$ cat src/rtl/div_sequencer.sv
// rtl/div_sequencer.sv - DIV/MTHI/MTLO sequencer driving the 32-iteration signed divider engine
// Owns HI/LO, stalls the pipeline during a divide, handles div-by-zero, cancel and engine-hang timeout.
module div_sequencer #(
  parameter int          TIMEOUT = 40,
  parameter logic [31:0] DIV0_LO = 32'hFFFFFFFF
) (
  input  logic        clk_in,
  input  logic        reset,
  input  logic        req_valid,
  input  logic [1:0]  req_op,
  input  logic [31:0] rs_data,
  input  logic [31:0] rt_data,
  input  logic        cancel,
  output logic        stall,
  output logic [31:0] hi_out,
  output logic [31:0] lo_out,
  output logic        div0_flag,
  output logic        err_timeout,
  output logic        eng_start,
  output logic        eng_reset,
  output logic [63:0] eng_operands,
  input  logic        eng_busy,
  input  logic [63:0] eng_result
);

  localparam int             CW       = (TIMEOUT > 1) ? $clog2(TIMEOUT) : 1;
  localparam logic [CW-1:0]  CNT_LAST = CW'(TIMEOUT - 1);
  localparam logic [CW-1:0]  CNT_ONE  = CW'(1);

  typedef enum logic [1:0] {S_IDLE, S_LAUNCH, S_WAIT, S_DONE} state_e;

  state_e        state_q, state_d;
  logic [CW-1:0] cnt_q, cnt_d;
  logic [31:0]   hi_q, hi_d, lo_q, lo_d;
  logic [63:0]   ops_q, ops_d;
  logic          start_q, start_d, ereset_q, ereset_d;
  logic          div0_q, div0_d, err_q, err_d;

  always_ff @(posedge clk_in or posedge reset) begin
    if (reset) begin
      state_q  <= S_IDLE;
      cnt_q    <= '0;
      hi_q     <= '0;
      lo_q     <= '0;
      ops_q    <= '0;
      start_q  <= 1'b0;
      ereset_q <= 1'b0;
      div0_q   <= 1'b0;
      err_q    <= 1'b0;
    end else begin
      state_q  <= state_d;
      cnt_q    <= cnt_d;
      hi_q     <= hi_d;
      lo_q     <= lo_d;
      ops_q    <= ops_d;
      start_q  <= start_d;
      ereset_q <= ereset_d;
      div0_q   <= div0_d;
      err_q    <= err_d;
    end
  end

  always_comb begin
    state_d  = state_q;
    cnt_d    = cnt_q;
    hi_d     = hi_q;
    lo_d     = lo_q;
    ops_d    = ops_q;
    start_d  = 1'b0;
    ereset_d = 1'b0;
    div0_d   = 1'b0;
    err_d    = err_q;
    case (state_q)
      S_IDLE: begin
        if (req_valid && !cancel) begin
          case (req_op)
            2'b00: begin
              if (rt_data != 32'd0) begin
                ops_d   = {rs_data, rt_data};
                start_d = 1'b1;
                cnt_d   = '0;
                state_d = S_LAUNCH;
              end else begin
                hi_d    = rs_data;
                lo_d    = DIV0_LO;
                div0_d  = 1'b1;
                state_d = S_DONE;
              end
            end
            2'b01:   hi_d = rs_data;
            2'b10:   lo_d = rs_data;
            default: ;
          endcase
        end
      end
      // Priority in flight: cancel, then hang timeout, then engine progress.
      S_LAUNCH, S_WAIT: begin
        if (cancel) begin
          ereset_d = 1'b1;
          state_d  = S_IDLE;
        end else if (cnt_q == CNT_LAST) begin
          err_d    = 1'b1;
          ereset_d = 1'b1;
          state_d  = S_DONE;
        end else if (state_q == S_LAUNCH) begin
          if (eng_busy) begin
            cnt_d   = '0;
            state_d = S_WAIT;
          end else begin
            cnt_d = cnt_q + CNT_ONE;
          end
        end else if (!eng_busy) begin
          lo_d    = eng_result[63:32];
          hi_d    = eng_result[31:0];
          state_d = S_DONE;
        end else begin
          cnt_d = cnt_q + CNT_ONE;
        end
      end
      default: state_d = S_IDLE;
    endcase
  end

  assign stall = ((state_q == S_IDLE) && req_valid && (req_op == 2'b00)) ||
                 (state_q == S_LAUNCH) || (state_q == S_WAIT);

  assign hi_out       = hi_q;
  assign lo_out       = lo_q;
  assign div0_flag    = div0_q;
  assign err_timeout  = err_q;
  assign eng_start    = start_q;
  assign eng_reset    = ereset_q;
  assign eng_operands = ops_q;

endmodule

$ cat config.mk
export PLATFORM = sky130hd
export DESIGN_NAME = div_sequencer
export DESIGN_NICKNAME = d
export VERILOG_FILES = /design/src/rtl/div_sequencer.sv
export SDC_FILE = /design/constraint.sdc
export NUM_CORES = 1
export LEC_CHECK = 0
export CAP_MARGIN = 10
export CORE_ASPECT_RATIO = 2
export CORE_MARGIN = 2
export CORE_UTILIZATION = 46
export DETAILED_ROUTE_END_ITERATION = 7
export PLACE_DENSITY_LB_ADDON = 0.15
export SYNTH_ARGS = -nofsm -noshare
export SYNTH_HDL_FRONTEND = slang
export SYNTH_SLANG_ARGS = --single-unit
export TNS_END_PERCENT = 100
$ cat constraint.sdc
create_clock -name clk_in -period 8.23 [get_ports clk_in]
set_input_delay 1.646 -clock clk_in [delete_from_list [all_inputs] [get_ports clk_in]]
set_output_delay 1.646 -clock clk_in [all_outputs]
set_load 0.01 [all_outputs]
==> results of run 1 <==
==> routing by layer <==
layer | global-route usage [%] | routed length [um]
met5 | 0 | 0
met4 | 9.63 | 598
met3 | 8.30 | 1230
met2 | 46.3 | 10300
met1 | 25.0 | 6200
==> flip-flops by register name, summed over array words and instances (netlist names) <==
signal / flops
lo_out: 32
cnt_q: 6
err_timeout: 1
state_q: 2
hi_out: 32
eng_start: 1
div0_flag: 1
eng_operands: 64
eng_reset: 1
==> stage by stage <==
stage                     cells  total power [mW]
after floorplan             475              2.19
after global placement      873              3.08
after detailed placement    873              3.16
after CTS                   905              3.93
after global routing        905              4.11
final                       905              3.89
==> how the worst max path moves through the flow <==
stage / from / to / slack, ns / cells past startpoint
final: req_op[1] / stall / 3.38 / 5
after CTS: req_op[1] / stall / 3.40 / 5
after global placement: rt_data[0] / eng_operands[17] / 3.33 / 7
after detailed placement: rt_data[0] / eng_operands[26] / 3.22 / 7
after global routing: req_op[1] / stall / 3.26 / 5
after floorplan: reset / cnt_q[0] / 2.83 / 1
==> cell usage in the layout, fill, tap and decap left out, drive strengths merged, types with 3 or more instances in the layout <==
master,instances
o41ai,4
clkbuf,20
nor2,7
ha,5
nor2b,34
buf,5
nor4,10
o21ai,5
nand2,7
a21o,34
inv,12
clkinvlp,3
clkinv,3
o31ai,4
dfrtp,140
a211o,32
mux2,129
nand3,5
clkdlybuf4s50,267
==> kinds of logic (layout without fill, tap and decap cells) <==
| family | Yosys count | in the layout | share of synthesized area (%) |
|---|---|---|---|
| AO/OA/AOI/OAI | 88 | 88 | 11.2 |
| AND/OR/NAND/NOR | 73 | 73 | 6.52 |
| adder cells (fa/ha/maj) | 5 | 5 | 0.980 |
| XOR/XNOR | 1 | 1 | 0.137 |
| flip-flops | 140 | 140 | 54.9 |
| multiplexers | 131 | 131 | 23.2 |
| buffers and inverters | 37 | 312 | 3.06 |
==> power by group <==
group          switching (mW)  leakage, nW  internal [mW]
clock network           0.296        0.278          0.457
registers               0.171         1.70           1.01
logic                   0.849         2.33           1.10
==> Yosys cell counts, types with 2 or more instances <==
| cell | n |
|---|---|
| sky130_fd_sc_hd__o311ai_2 | 2 |
| sky130_fd_sc_hd__ha_1 | 5 |
| sky130_fd_sc_hd__clkbuf_1 | 11 |
| sky130_fd_sc_hd__nor4_1 | 10 |
| sky130_fd_sc_hd__nand2_1 | 7 |
| sky130_fd_sc_hd__mux2i_1 | 2 |
| sky130_fd_sc_hd__and3_1 | 2 |
| sky130_fd_sc_hd__o41ai_1 | 4 |
| sky130_fd_sc_hd__inv_1 | 8 |
| sky130_fd_sc_hd__dfrtp_1 | 140 |
| sky130_fd_sc_hd__or3_1 | 2 |
| sky130_fd_sc_hd__nand4_1 | 2 |
| sky130_fd_sc_hd__mux2_2 | 126 |
| sky130_fd_sc_hd__nand3_1 | 5 |
| sky130_fd_sc_hd__buf_2 | 9 |
| sky130_fd_sc_hd__mux2_4 | 3 |
| sky130_fd_sc_hd__nor2_1 | 7 |
| sky130_fd_sc_hd__a21oi_1 | 2 |
| sky130_fd_sc_hd__a211o_1 | 32 |
| sky130_fd_sc_hd__buf_6 | 6 |
| sky130_fd_sc_hd__o31ai_1 | 4 |
| sky130_fd_sc_hd__nor2b_1 | 34 |
| sky130_fd_sc_hd__a21o_1 | 34 |
| sky130_fd_sc_hd__o21ai_0 | 5 |
| sky130_fd_sc_hd__buf_1 | 3 |
==> area by class of cell <==
class,instances,area [um2]
Multi-Input combinational cell,298,2730
Tap cell,155,194
Clock inverter,12,136
Sequential cell,140,3500
Fill cell,975,3750
Inverter,8,35.0
Timing Repair Buffer,272,2710
Clock buffer,20,447
==> worst max-delay path: cells and delay by family <==
family,cells,cell delay [ns]
simple gates,3,0.48
buf+inv,2,1.07
==> results_dict.tcl, run 1 <==
set metrics [dict create \
    grt_use_total_pct 25.0 \
    min_delay_path_depth 1 \
    drcViolationCount 0 \
    cts_tree "built" \
    crit_path_cell_trace "clkdlybuf4s50_1 -> nor2_1 -> nand3_1 -> nand2_1 -> clkdlybuf4s50_1" \
    post-dp-hpwl_um 13500 \
    clk-insertion-delay-late_ns 0.42 \
    ys_warn_count 0 \
    wirelength_um 18300 \
    antenna_violations_before_repair 0 \
    antennaDiodeCount 0 \
    final-hold-violation-count 0 \
    finalClockSkew_ns 0.0157 \
    finalInstanceArea_um2 9760 \
    netlist.area_leader.share_pct 54.9 \
    worst_slew_margin_rel_pct 25.5 \
    postSynth.asyncResetShare_pct 100 \
    synth_top_cell_by_area "sky130_fd_sc_hd__dfrtp_1" \
    synth-edff-count 0 \
    max_clock_freq_mhz 206 \
    startpoint_type "input pin" \
    globalplace.congestion 0.829 \
    gr_overflow_total 0 \
    report.final.setup_viol 0 \
    post_synth_instance_area_um2 6390 \
    ys_seq_area_share_pct 54.9 \
    timing.critical_path.required_ns 6.58 \
    post_route_core_utilization_pct 72.2 \
    die_area_um2 14900 \
    final_layout_size_suffix_gt1_share_pct 22.9 \
    critPathCaptureType "primary output" \
    synth_cells 475 \
    r2r_setup_slack_ns 5.19 \
    dieHeight_um 171 \
    arrival_ns 3.20 \
    cellLeakagePower_nw 4.31 \
    fin_worst_hold_slack_ns 0.461 \
    htree_num_levels 4 \
    number_of_vias_per_cell 5.54 \
    post_dp_cell_area_um2 9180 \
    cts_max_path_buffers 2 \
    number_of_pins_with_negative_max_slew_slack_in_the_final_report 0 \
    core.rowCount 60 \
    finalCritPeriodShare_pct 58.9 \
    worst-r2r-cell-count 7 \
    max_slew.worst_pin.slew_ns 1.12 \
    grt_start_max_net_pins 76 \
    dr.first_iter.drc_count 151 \
    result_of_the_run "finished, final reports clean" \
    timing.rr.end "state_q[0]" \
    post_synth_main_area_contributors "sky130_fd_sc_hd__dfrtp_1 55%, sky130_fd_sc_hd__mux2_2 22%, sky130_fd_sc_hd__a211o_1 4.4%" \
    initial_utilization_pct 47.3 \
    drtPass1Iterations 5 \
    crit_path_max_fanout 4 \
    nets 877 \
    drt-wirelength-per-cell_um 20.3 \
    rsz_0062_raised_after_global_routing "no" \
    syn_to_final_growth_pct 52.8 \
    clk_transition_reported_paths_ns 0.06 \
    path_common_cell "sky130_fd_sc_hd__clkdlybuf4s50_1" \
    postLayoutSetupSlackWorst_ns 3.38 \
    hold_path_startpoint "err_timeout" \
    dieWidth_um 87.3 \
    clockRootBuffer "sky130_fd_sc_hd__clkbuf_16" \
    holdPathEnd "err_timeout" \
    post_cts_setup_buffers 0 \
    first_global_vias 5532 \
    synth_seq_cells 140 \
    min_tclk_post_route_ns 4.85 \
    maxCapViolCount 0 \
    number_of_nets_with_antenna_violations_after_routing 0 \
    place_ws_ns 3.22 \
    tritoncts_num_sinks 140 \
    synth_area_per_cell_um2 13.4 \
    fp.coreArea_um2 13500 \
    crit_path_kind "in -> out" \
    numCtsBuffers 17 \
    holdCritPathClass "reg -> reg" \
    power_density_nw_per_um2 398 \
    global_route_wire_length_before_repair_um 28300 \
    routed-via-count 5013 \
    synth_top_flop_cell "sky130_fd_sc_hd__dfrtp_1" \
    regToRegStartpoint "state_q[0]" \
    io_pins 268 \
    worst_path_max_delay_cell "sky130_fd_sc_hd__clkdlybuf4s50_1" \
    vdd_ir_drop_max_uv 253 \
    cpPeakStageDelay_ns 0.54 \
    yosysUniqueCellTypes 35 \
    syn-num-nets 615 \
    io_buffer_count 267 \
    ctsResizeCount 0 \
    hold_buf_count_cts 0 \
    total_neg_setup_slack_ns 0 \
]
Note: power is estimated with default switching activity, not from simulation.
==> run 2, diff against run 1 <==
--- a/config.mk
+++ b/config.mk
@@ -8,7 +8,7 @@
 export CAP_MARGIN = 10
 export CORE_ASPECT_RATIO = 2
 export CORE_MARGIN = 2
-export CORE_UTILIZATION = 46
+export CORE_UTILIZATION = 43
 export DETAILED_ROUTE_END_ITERATION = 7
 export PLACE_DENSITY_LB_ADDON = 0.15
 export SYNTH_ARGS = -nofsm -noshare
==> constraint.sdc (replaced) <==
create_clock -name clk_in -period 4.9 [get_ports clk_in]
set_input_delay 0.98 -clock clk_in [delete_from_list [all_inputs] [get_ports clk_in]]
set_output_delay 0.98 -clock clk_in [all_outputs]
set_load 0.01 [all_outputs]
==> results_dict.tcl, run 2 (synthesis gave the netlist of run 1 again) <==
set metrics [dict create \
    result_of_the_run "finished, final reports clean" \
    max_clock_freq_mhz 278 \
    numCtsBuffers 17 \
    startpoint_type "input pin" \
    max_slew.worst_pin.slew_ns 1.12 \
    clk-insertion-delay-late_ns 0.41 \
    report.final.setup_viol 0 \
    critPathCaptureType "primary output" \
    place_ws_ns 1.11 \
    largest_register_ffs 64 \
    cpPeakStageDelay_ns 0.56 \
    rsz_0062_raised_after_global_routing "no" \
    tritoncts_num_sinks 140 \
    final_cell_mix "267 x sky130_fd_sc_hd__clkdlybuf4s50_1, 140 x sky130_fd_sc_hd__dfrtp_1, 126 x sky130_fd_sc_hd__mux2_2" \
    htree_num_levels 4 \
    finalCritPeriodShare_pct 73.4 \
    gr_overflow_total 0 \
    dr.first_iter.drc_count 207 \
    vdd_ir_drop_max_uv 387 \
    final_layout_size_suffix_gt1_share_pct 23.1 \
    holdCritPathClass "reg -> reg" \
    cellLeakagePower_nw 4.35 \
    timing.critical_path.required_ns 3.92 \
    power_density_nw_per_um2 665 \
    nets 878 \
    regToRegStartpoint "state_q[0]" \
    io_pins 268 \
    drt-wirelength-per-cell_um 18.3 \
    hold_buf_count_cts 0 \
    first_global_vias 5110 \
    post_cts_setup_buffers 0 \
    clockRootBuffer "sky130_fd_sc_hd__clkbuf_16" \
    worst-r2r-cell-count 8 \
    initial_utilization_pct 43.6 \
    post-dp-hpwl_um 12300 \
    worst_slew_margin_rel_pct 24.8 \
    mostFrequentLayoutCell "sky130_fd_sc_hd__clkdlybuf4s50_1" \
    fillCellCount 1178 \
    total_neg_setup_slack_ns 0 \
    antenna_violations_before_repair 0 \
    crit_path_kind "in -> out" \
    arrival_ns 2.62 \
    crit_path_max_fanout 4 \
    post_route_core_utilization_pct 67.4 \
    finish.cell_count_without_fillers 945 \
    grt_start_max_net_pins 97 \
    number_of_pins_with_negative_max_slew_slack_in_the_final_report 0 \
    ctsResizeCount 0 \
    io_buffer_count 267 \
    die_area_um2 15900 \
    number_of_vias_per_cell 5.14 \
    timing.rr.end "lo_out[21]" \
    hold_path_startpoint "err_timeout" \
    dieWidth_um 90.2 \
    dieHeight_um 176 \
    r2r_setup_slack_ns 2.13 \
    routed-via-count 4862 \
    drtPass1Iterations 4 \
    number_of_nets_with_antenna_violations_after_routing 0 \
    cts_max_path_buffers 2 \
    drcViolationCount 0 \
    holdPathEnd "err_timeout" \
    global_route_wire_length_before_repair_um 27200 \
    maxCapViolCount 0 \
    min_delay_path_depth 1 \
    wirelength_um 17300 \
    globalplace.congestion 0.794 \
    post-place-cells 914 \
    final-hold-violation-count 0 \
    grt_use_total_pct 21.8 \
    core.rowCount 63 \
    crit_path_cell_trace "clkdlybuf4s50_1 -> nor2_1 -> nand3_1 -> nand2_1 -> clkdlybuf4s50_1" \
    syn_to_final_growth_pct 54.7 \
    min_tclk_post_route_ns 3.60 \
    path_common_cell "sky130_fd_sc_hd__clkdlybuf4s50_1" \
    clk_transition_reported_paths_ns 0.06 \
    fp.coreArea_um2 14700 \
    antennaDiodeCount 0 \
    postLayoutSetupSlackWorst_ns 1.30 \
    cts_tree "built" \
    worst_path_max_delay_cell "sky130_fd_sc_hd__clkdlybuf4s50_1" \
    finalClockSkew_ns 0.00997 \
]
run 2: changes by cell type in the layout (fill, tap and decap cells not counted), sizes merged:
cell | before | now
clkinv | 3 | 2
clkbuf | 20 | 19
bufinv | 2 | 4
inv | 12 | 11
buf | 5 | 6
run 2: power breakdown:
group | total (mW) | internal [mW] | switching [mW]
combinational | 3.23 | 1.85 | 1.38
sequential | 1.97 | 1.70 | 0.272
clock | 1.37 | 0.870 | 0.500
run 2: stage by stage:
step	area [um2]	power (mW)	hold slack [ns]
floorplan	6390	3.68	0.457
global placement	9250	5.17	0.452
detailed placement	9250	5.24	0.477
CTS	9880	6.65	0.492
global route	9880	6.95	0.509
finish	9880	6.57	0.495
run 2: final cells by class:
cell class	count	area, um2	area share, %
Sequential cell	140	3500	35.5
Tap cell	195	244	2.47
Timing Repair Buffer	273	2730	27.6
Multi-Input combinational cell	298	2740	27.7
Clock inverter	12	186	1.89
Clock buffer	19	443	4.48
Inverter	8	35.0	0.355
run 2: worst max path at each step:
| stage | start | endpoint | slack (ns) |
|---|---|---|---|
| global route | req_op[1] | stall | 1.27 |
| finish | req_op[1] | stall | 1.30 |
| CTS | req_op[1] | stall | 1.31 |
| global placement | rt_data[3] | eng_operands[5] | 1.16 |
| floorplan | reset | cnt_q[0] | 0.17 |
| detailed placement | rt_data[3] | eng_operands[36] | 1.11 |
run 2: worst max-delay path: cells and delay by family:
kind | cells | cell delay, ns
AND/OR/NAND/NOR | 3 | 0.53
buffers and inverters | 2 | 1.11
run 2: per-layer routing:
layer  up-vias  part of all wire (%)  global-route usage (%)
met1      2378                    38                    25.3
met5         -                     0                       0
met4         0                   2.3                    8.72
met3        30                   8.0                    7.47
met2       192                    52                    36.9
li1       2262                     -                       -
==> run 3, diff against run 2 <==
==> constraint.sdc (replaced) <==
create_clock -name clk_in -period 3.4 [get_ports clk_in]
set_input_delay 0.68 -clock clk_in [delete_from_list [all_inputs] [get_ports clk_in]]
set_output_delay 0.68 -clock clk_in [all_outputs]
set_load 0.01 [all_outputs]
==> results_dict.tcl, run 3 (synthesis gave the netlist of run 1 again) <==
set metrics [dict create \
    holdCritPathClass "reg -> reg" \
    p_clk_share_pct 20.3 \
    maxCapViolCount 0 \
    globalplace.congestion 0.804 \
    rsz_0062_raised_after_global_routing "no" \
    core.rowCount 63 \
    grt_start_max_net_pins 56 \
    fillCellCount 1160 \
    number_of_vias_per_cell 5.16 \
    io_buffer_count 267 \
    clockRootBuffer "sky130_fd_sc_hd__clkbuf_16" \
    total_neg_setup_slack_ns 0 \
    relative_contribution_of_sequential_cells_to_total_power_pct 30.1 \
    fp.coreArea_um2 14700 \
    first_global_vias 5381 \
    htree_num_levels 4 \
    post_cts_setup_buffers 0 \
    final-hold-violation-count 0 \
    arrival_ns 2.23 \
    dr.first_iter.drc_count 236 \
    worst_slew_margin_rel_pct 40.0 \
    post_route_core_utilization_pct 67.9 \
    number_of_pins_with_negative_max_slew_slack_in_the_final_report 0 \
    cts_tree "built" \
    nets 887 \
    combPwrFrac_pct 49.6 \
    mostFrequentLayoutCell "sky130_fd_sc_hd__clkdlybuf4s50_1" \
    final_layout_size_suffix_gt1_share_pct 23.9 \
    post-dp-hpwl_um 12400 \
    drcViolationCount 0 \
    max_slew.worst_pin.slew_ns 0.898 \
    place_ws_ns 0.380 \
    report.final.setup_viol 0 \
    largest_register_ffs 64 \
    number_of_nets_with_antenna_violations_after_routing 0 \
    io_pins 268 \
    layout.area.seq_um2 3500 \
    clk_transition_reported_paths_ns 0.06 \
    critPathCaptureType "primary output" \
    power_density_nw_per_um2 946 \
    global_route_wire_length_before_repair_um 27900 \
    multi_input_area_um2 2730 \
    drtPass1Iterations 4 \
    cellLeakagePower_nw 4.38 \
    postLayoutSetupSlackWorst_ns 0.491 \
    final_cell_mix "267 x sky130_fd_sc_hd__clkdlybuf4s50_1, 140 x sky130_fd_sc_hd__dfrtp_1, 126 x sky130_fd_sc_hd__mux2_2" \
    dieWidth_um 90.2 \
    routed-via-count 4928 \
    antennaDiodeCount 0 \
    tritoncts_num_sinks 140 \
    max_clock_freq_mhz 344 \
    ctsResizeCount 0 \
    numCtsBuffers 17 \
    min_tclk_post_route_ns 2.91 \
    swShare_pct 32.9 \
    power_mw 9.43 \
    hold_buf_count_cts 0 \
    wirelength_um 17200 \
    clk-insertion-delay-late_ns 0.42 \
    grt_use_total_pct 22.2 \
    total_net_switching_power_mw 3.10 \
    crit_path_kind "in -> out" \
    vdd_ir_drop_max_uv 487 \
    timing.critical_path.required_ns 2.72 \
    power.internal_mw 6.32 \
    finalClockSkew_ns 0.0107 \
    cts_max_path_buffers 2 \
    initial_utilization_pct 43.6 \
    die_area_um2 15900 \
    gr_overflow_total 0 \
    result_of_the_run "finished, final reports clean" \
    crit_path_max_fanout 4 \
    finalCritPeriodShare_pct 85.6 \
    dieHeight_um 176 \
    drt-wirelength-per-cell_um 18.0 \
    antenna_violations_before_repair 0 \
    startpoint_type "input pin" \
    syn_to_final_growth_pct 56.0 \
]
==> run 3: path summary, 6_finish.rpt <==
check / start / endpoint / slack (ns) / depth (start not counted)
min in group asynchronous: reset / eng_operands[37] / 0.79 / 2
max in group asynchronous: reset / lo_out[7] / 1.90 / 3
min reg2reg: err_timeout / err_timeout / 0.45 / 1
max reg2reg: state_q[0] / cnt_q[5] / 0.84 / 6
min: err_timeout / err_timeout / 0.45 / 1
max: req_op[0] / stall / 0.49 / 5
==> run 3: critical path, stage by stage <==
cell                              delay, ns
sky130_fd_sc_hd__clkdlybuf4s50_1       0.51
sky130_fd_sc_hd__nor2_1                0.21
sky130_fd_sc_hd__nand3_1               0.18
sky130_fd_sc_hd__nand2_1               0.11
sky130_fd_sc_hd__clkdlybuf4s50_1       0.54
==> run 3: area by class of cell <==
cell class,count,area share [%]
Clock buffer,20,4.48
Clock inverter,12,1.65
Inverter,8,0.339
Multi-Input combinational cell,298,27.4
Sequential cell,140,35.2
Tap cell,195,2.45
Timing Repair Buffer,282,28.5
==> run 3: per-layer routing <==
layer  GRT usage, %  part of all wire (%)  vias up
li1               -                     -     2290
met1           25.4                    39     2410
met2           37.7                    51      197
met3           8.07                   8.0       31
met4           9.36                   2.5        0
met5              0                     0        -
==> run 3: power by group through the flow <==
stage | clock network (mW) | logic, mW | registers, mW
2_1_floorplan | 0 | 2.12 | 3.19
3_3_place_gp | 0 | 4.66 | 2.82
3_5_place_dp | 0 | 4.72 | 2.86
4_1_cts | 1.97 | 4.73 | 2.84
5_1_grt | 2.03 | 5.03 | 2.94
6_report | 1.92 | 4.67 | 2.84
==> run 3: through the flow <==
step                      area (um2)  hold WS (ns)  cells
after global routing            9960         0.475    955
final                           9960         0.452    955
after detailed placement        9350         0.448    923
after global placement          9350         0.444    923
after CTS                       9960         0.460    955
after floorplan                 6390         0.457    475
